**config.mk**
```make
export PLATFORM = sky130hd
export DESIGN_NAME = sys_ctrl_frame
export DESIGN_NICKNAME = d
export VERILOG_FILES = /design/src/rtl/sys_ctrl_frame.sv
export SDC_FILE = /design/constraint.sdc
export NUM_CORES = 1
export LEC_CHECK = 0
export ABC_AREA = 1
export CORE_MARGIN = 8
export CORE_UTILIZATION = 45
export DETAILED_ROUTE_END_ITERATION = 8
export PLACE_DENSITY = 0.77
export SYNTH_ARGS = -nofsm -noshare
export SYNTH_HDL_FRONTEND = slang
export SYNTH_SLANG_ARGS = --single-unit
```
**constraint.sdc**
```tcl
create_clock -name CLK -period 4 [get_ports CLK]
set_input_delay 0.4 -clock CLK [delete_from_list [all_inputs] [get_ports CLK]]
set_output_delay 0.4 -clock CLK [all_outputs]
set_load 0.01 [all_outputs]
```
**src/rtl/sys_ctrl_frame.sv**
```systemverilog
`default_nettype none
// ============================================================================
// Module : sys_ctrl_frame
// Frame-level command controller between UART RX/TX, register file and ALU.
// Rev    : 1.0  initial parametrised release with burst, timeout and error
// ============================================================================
module sys_ctrl_frame #(
    parameter int                DATA_W   = 8,
    parameter int                ADDR_W   = 4,
    parameter int                OPA_ADDR = 0,
    parameter int                OPB_ADDR = 1,
    parameter int                TIMEOUT  = 255,
    parameter logic [DATA_W-1:0] ERR_CODE = DATA_W'('hFF)
) (
    input  logic                CLK,
    input  logic                RST,
    input  logic [DATA_W-1:0]   RX_P_DATA,
    input  logic                RX_D_VLD,
    input  logic [DATA_W-1:0]   RD_DATA,
    input  logic                RD_DATA_VLD,
    input  logic [2*DATA_W-1:0] ALU_OUT,
    input  logic                OUT_VALID,
    input  logic                FIFO_FULL,
    output logic [ADDR_W-1:0]   ADDRESS,
    output logic                WR_EN,
    output logic [DATA_W-1:0]   WR_DATA,
    output logic                RD_EN,
    output logic                ALU_EN,
    output logic [3:0]          ALU_FUN,
    output logic                CLK_EN,
    output logic [DATA_W-1:0]   TX_P_DATA,
    output logic                TX_D_VLD,
    output logic                ERR,
    output logic                BUSY
);
    localparam int                TMO_W         = $clog2(TIMEOUT + 1);
    localparam logic [TMO_W-1:0]  c_TMO_LAST    = TMO_W'(TIMEOUT - 1);
    localparam logic [DATA_W-1:0] c_CMD_WR      = DATA_W'('hAA);
    localparam logic [DATA_W-1:0] c_CMD_RD      = DATA_W'('hBB);
    localparam logic [DATA_W-1:0] c_CMD_ALU_OP  = DATA_W'('hCC);
    localparam logic [DATA_W-1:0] c_CMD_ALU_NOP = DATA_W'('hDD);
    localparam logic [DATA_W-1:0] c_CMD_BURST   = DATA_W'('hEE);

    typedef enum logic [3:0] {
        S_IDLE, S_CMD, S_GET_ADDR, S_GET_DATA, S_GET_CNT, S_BURST_DATA, S_RD_WAIT,
        S_OPA, S_OPB, S_GET_FUN, S_ALU_WAIT, S_TX_LO, S_TX_HI, S_TX_ERR
    } state_t;

    state_t              r_state, w_state_n;
    logic [DATA_W-1:0]   r_cmd, w_cmd_n;
    logic [ADDR_W-1:0]   r_addr, w_addr_n;
    logic [DATA_W-1:0]   r_cnt, w_cnt_n;
    logic [2*DATA_W-1:0] r_result, w_result_n;
    logic                r_two, w_two_n;
    logic [TMO_W-1:0]    r_tmo;
    logic [ADDR_W-1:0]   w_address_n;
    logic [DATA_W-1:0]   w_wr_data_n;
    logic [3:0]          w_alu_fun_n;
    logic                w_wr_en_n, w_rd_en_n, w_alu_en_n, w_clk_en_n, w_err_n;
    logic                w_tx_state, w_counting, w_timeout;

    assign w_tx_state = (r_state == S_TX_LO) || (r_state == S_TX_HI) || (r_state == S_TX_ERR);
    assign w_counting = (r_state != S_IDLE) && !w_tx_state;
    assign w_timeout  = w_counting && (r_tmo == c_TMO_LAST);
    assign TX_D_VLD   = w_tx_state && !FIFO_FULL;
    assign BUSY       = (r_state != S_IDLE);

    always_comb begin
        TX_P_DATA = '0;
        case (r_state)
            S_TX_LO:  TX_P_DATA = r_result[DATA_W-1:0];
            S_TX_HI:  TX_P_DATA = r_result[2*DATA_W-1:DATA_W];
            S_TX_ERR: TX_P_DATA = ERR_CODE;
            default:  TX_P_DATA = '0;
        endcase
    end

    // Strobes are computed here and registered, giving one cycle from byte accept to strobe
    always_comb begin
        w_state_n   = r_state;
        w_cmd_n     = r_cmd;
        w_addr_n    = r_addr;
        w_cnt_n     = r_cnt;
        w_result_n  = r_result;
        w_two_n     = r_two;
        w_address_n = ADDRESS;
        w_wr_data_n = WR_DATA;
        w_alu_fun_n = ALU_FUN;
        w_clk_en_n  = CLK_EN;
        w_wr_en_n   = 1'b0;
        w_rd_en_n   = 1'b0;
        w_alu_en_n  = 1'b0;
        w_err_n     = 1'b0;
        if (w_timeout) begin
            w_state_n  = S_IDLE;
            w_err_n    = 1'b1;
            w_clk_en_n = 1'b0;
        end else begin
            case (r_state)
                S_IDLE: if (RX_D_VLD) begin
                    w_cmd_n   = RX_P_DATA;
                    w_state_n = S_CMD;
                end
                S_CMD: case (r_cmd)
                    c_CMD_WR, c_CMD_RD, c_CMD_BURST: w_state_n = S_GET_ADDR;
                    c_CMD_ALU_OP:                    w_state_n = S_OPA;
                    c_CMD_ALU_NOP:                   w_state_n = S_GET_FUN;
                    default: begin
                        w_state_n = S_TX_ERR;
                        w_err_n   = 1'b1;
                    end
                endcase
                S_GET_ADDR: if (RX_D_VLD) begin
                    w_addr_n = ADDR_W'(RX_P_DATA);
                    if (r_cmd == c_CMD_WR) begin
                        w_state_n = S_GET_DATA;
                    end else if (r_cmd == c_CMD_RD) begin
                        w_rd_en_n   = 1'b1;
                        w_address_n = ADDR_W'(RX_P_DATA);
                        w_state_n   = S_RD_WAIT;
                    end else begin
                        w_state_n = S_GET_CNT;
                    end
                end
                S_GET_DATA: if (RX_D_VLD) begin
                    w_wr_en_n   = 1'b1;
                    w_address_n = r_addr;
                    w_wr_data_n = RX_P_DATA;
                    w_state_n   = S_IDLE;
                end
                S_GET_CNT: if (RX_D_VLD) begin
                    w_cnt_n   = RX_P_DATA;
                    w_state_n = (RX_P_DATA == '0) ? S_IDLE : S_BURST_DATA;
                end
                S_BURST_DATA: if (RX_D_VLD) begin
                    w_wr_en_n   = 1'b1;
                    w_address_n = r_addr;
                    w_wr_data_n = RX_P_DATA;
                    w_addr_n    = r_addr + ADDR_W'(1);
                    w_cnt_n     = r_cnt - DATA_W'(1);
                    if (r_cnt == DATA_W'(1)) w_state_n = S_IDLE;
                end
                S_RD_WAIT: if (RD_DATA_VLD) begin
                    w_result_n = {{DATA_W{1'b0}}, RD_DATA};
                    w_two_n    = 1'b0;
                    w_state_n  = S_TX_LO;
                end
                S_OPA: if (RX_D_VLD) begin
                    w_wr_en_n   = 1'b1;
                    w_address_n = ADDR_W'(OPA_ADDR);
                    w_wr_data_n = RX_P_DATA;
                    w_state_n   = S_OPB;
                end
                S_OPB: if (RX_D_VLD) begin
                    w_wr_en_n   = 1'b1;
                    w_address_n = ADDR_W'(OPB_ADDR);
                    w_wr_data_n = RX_P_DATA;
                    w_state_n   = S_GET_FUN;
                end
                S_GET_FUN: if (RX_D_VLD) begin
                    w_alu_en_n  = 1'b1;
                    w_alu_fun_n = RX_P_DATA[3:0];
                    w_clk_en_n  = 1'b1;
                    w_state_n   = S_ALU_WAIT;
                end
                S_ALU_WAIT: if (OUT_VALID) begin
                    w_result_n = ALU_OUT;
                    w_two_n    = 1'b1;
                    w_clk_en_n = 1'b0;
                    w_state_n  = S_TX_LO;
                end
                S_TX_LO:  if (!FIFO_FULL) w_state_n = r_two ? S_TX_HI : S_IDLE;
                S_TX_HI:  if (!FIFO_FULL) w_state_n = S_IDLE;
                S_TX_ERR: if (!FIFO_FULL) w_state_n = S_IDLE;
                default:  w_state_n = S_IDLE;
            endcase
        end
    end

    always_ff @(posedge CLK or negedge RST) begin
        if (!RST) begin
            r_state  <= S_IDLE;
            r_cmd    <= '0;
            r_addr   <= '0;
            r_cnt    <= '0;
            r_result <= '0;
            r_two    <= 1'b0;
            r_tmo    <= '0;
            ADDRESS  <= '0;
            WR_EN    <= 1'b0;
            WR_DATA  <= '0;
            RD_EN    <= 1'b0;
            ALU_EN   <= 1'b0;
            ALU_FUN  <= '0;
            CLK_EN   <= 1'b0;
            ERR      <= 1'b0;
        end else begin
            r_state  <= w_state_n;
            r_cmd    <= w_cmd_n;
            r_addr   <= w_addr_n;
            r_cnt    <= w_cnt_n;
            r_result <= w_result_n;
            r_two    <= w_two_n;
            // Counter restarts on any state change or received byte
            if (!w_counting || (w_state_n != r_state) || RX_D_VLD) r_tmo <= '0;
            else                                                   r_tmo <= r_tmo + TMO_W'(1);
            ADDRESS  <= w_address_n;
            WR_EN    <= w_wr_en_n;
            WR_DATA  <= w_wr_data_n;
            RD_EN    <= w_rd_en_n;
            ALU_EN   <= w_alu_en_n;
            ALU_FUN  <= w_alu_fun_n;
            CLK_EN   <= w_clk_en_n;
            ERR      <= w_err_n;
        end
    end
endmodule
`default_nettype wire
```
==> run metrics <==
synthesized flop and latch total=70; GP Congestion=0.903; crit-path cells=nor2_1 > nand3_1 > o211ai_1 > clkdlybuf4s50_1; largest net degree at the start of global routing=40; FMAX=366 MHz; Slew @ Worst Pin=0.739 ns; Area growth, synth to finish=23.5%; Reg2Reg Launch Point=r_state[1]; element type at the critical path end=output pin; combinational power share=48.7%; average size of a mapped cell=7.66 sq um; layout cells sized above 1=11.5%; Fillers=794; PostCTS Resize Cnt=0; ANT nets after route=0; Worst Path Buf+Inv=1; die area=0.0120 sq mm; Initial Utilization=45.8%; GRT overflow=0; Syn Inst Count=516; Final Cycle Share=68.2%; Critical Path Fanout Max=8; Reg2Reg Depth=13; drt pass-1 iters=5; number of synthesized flops with an enable pin=0; via count=3541; post-CTS setup buffer count=0; grt met1 use=22.2%; initial drt markers=140; r2r setup slk=1.57 ns; Hold WC Path Type=in2async; top-count cell post-synth=nand2_1; worst vdd ir=213 uV; CTS Sinks=70; initial antenna violation count=0; DIE WIDTH=110 um; I/O Pins=69; Synth Area in Compound Gates=12.2%; outcome=finished clean; DRT Wirelength=9790 um; synthesized area=0.00395 sq mm; core region area=0.00864 sq mm; reg-to-reg endpoint=ADDRESS[2]; top-area cell type share of the netlist area=44.3%; MaxCap Viol Count=0; pwr dens=681 mW/mm^2; clock skew=0.0102 ns; largest family of logic cells by synthesized area=simple AND/OR/NAND/NOR gates; Sequential Power Share=35.9%; area occupied by multi-input gates=0.00187 sq mm; Final Cell Area=0.00488 sq mm; Top delay family on crit path=simple AND/OR/NAND/NOR gates; leakage=2.34 nW; Top FF cell, synth=dfrtp_1; Port Buffer Count=68; fin crit period=2.73 ns; Crit Path Class=reg2out; setup violators final=0; H-tree depth=3; nets@finish=628; Fin Setup TNS=0 ns; RSZ-0062 raised after global routing=no; post-synthesis sequential area ratio=44.3%; post-synthesis xor/xnor area fraction=1.77%; CP max stage cell=clkdlybuf4s50_1; Adder-Cell Fraction of Synth Area=1.58%; mux cell area share after synthesis=0%; Post-synth top cells=141 x nand2_1, 70 x dfrtp_1, 58 x inv_1; P_sw=0.00143 W; TritonCTS clock tree=done; clk root buf=clkbuf_8; FF+latch area=0.00175 sq mm; Clk pin slew, worst setup/hold paths=0.08 ns; final hold violations=0; All-Layer GR Usage=17.0%; vias per inst=5.07; WL/cell=14.0 um; Hold-fix buffers, CTS=0; clock tree buffer depth=2; Post-DP Area=0.00471 sq mm; top post-synthesis cells by area=dfrtp_1 44%, nand2_1 13%, o21ai_0 5.7%; CP max stage delay=0.58 ns; yosys warns=0; syn nets=559; GR Util met3=3.05%; CP startpoint kind=flip-flop; Worst-Skew Late Latency=0.35 ns; Data required, critical path=3.60 ns; Post-DP HPWL=7460 um; Synth async-reset ratio=100%; P_int=0.00189 W; simple logic cell fraction of the synthesized area=31.7%; CTS Buf Count=9; Synth cell types=39; met2 Track Usage GR=26.4%; Sw Share=43.1%; global-route wire length before repair=16300 um; die height=110 um; Worst slew margin=50.6%; Worst EP arrival=2.33 ns; gr busiest metal=met2; Clk pwr share=15.4%; number of global-route vias before repair=3460; Yosys top cell by area=dfrtp_1; row cnt=34; max-slew violations=0; diode count=0; DRC=0
-- flip-flops by register name (all words and copies together) (netlist names) --
register / cells
ALU_FUN: 4
WR_EN: 1
r_tmo: 8
CLK_EN: 1
r_cnt: 8
r_result: 16
r_two: 1
ALU_EN: 1
r_cmd: 8
ADDRESS: 4
ERR: 1
RD_EN: 1
WR_DATA: 8
r_state: 4
r_addr: 4
-- metrics by stage --
step                      power (W)  setup WS (ns)  cells  utilization, %  hold slack [ns]
after floorplan             0.00224           2.28    516               -            0.104
after global placement      0.00279           1.55    682            54.5            0.465
after detailed placement    0.00282           1.43    682            54.5            0.469
after CTS                   0.00334           1.27    698            56.6           0.0985
after global routing        0.00361           1.10    698            56.6            0.135
final                       0.00332           1.27    698            56.6           0.0775
-- final cells by class --
cell class / count / area share, %
repair buffers: 70 / 14.1
flip-flops and latches: 70 / 35.9
clock inverters: 6 / 0.768
inverters: 68 / 5.38
well taps: 108 / 2.77
multi-input cells: 366 / 38.3
clock buffers: 10 / 2.82
-- power by group through the flow --
stage	logic, W	clock network [W]	registers, W
final	0.00162	0.000513	0.00119
after global routing	0.00183	0.000555	0.00123
after CTS	0.00163	0.000525	0.00119
after detailed placement	0.00162	0	0.00120
after global placement	0.00159	0	0.00120
after floorplan	0.00105	0	0.00119
-- worst max path at each step --
stage	depth (start not counted)	slack, ns	start	end
finish	4	1.27	r_state[1]	TX_P_DATA[2]
global route	4	1.10	r_state[1]	TX_P_DATA[2]
CTS	4	1.27	r_state[1]	TX_P_DATA[2]
detailed placement	13	1.43	RX_D_VLD	r_tmo[1]
global placement	14	1.55	RX_D_VLD	r_tmo[6]
floorplan	13	2.28	RX_D_VLD	r_tmo[0]
-- layout by cell type, fill, tap and decap left out, types with 2 or more instances in the layout --
master	n
o22ai_1	3
o21ai_0	45
inv_1	58
buf_4	2
clkinvlp_4	3
nor2_4	3
nor2_2	14
clkdlybuf4s50_1	67
xnor2_1	2
a31oi_1	8
clkinv_2	3
xor2_1	6
nand2_4	4
nand3_1	39
dfrtp_1	70
nand3_2	4
nand2_1	141
nor2_1	46
nand2_2	9
nor3_1	4
a21oi_1	2
nand4_1	3
clkbuf_8	10
a22oi_1	2
o21bai_1	2
o21ai_1	6
o211ai_1	8
ha_1	5
inv_4	3
inv_2	7
-- routing by layer --
layer / routed length (um) / part of all wire (%)
met1: 4640 / 47
met2: 4350 / 44
met3: 502 / 5.1
met4: 303 / 3.1
met5: 0 / 0
-- kinds of logic after synthesis --
group,Yosys count
buf+inv,80
xor+xnor,8
fa+ha+maj,5
compound gates,82
simple gates,271
flops,70
(Power assumes the default switching activity.)
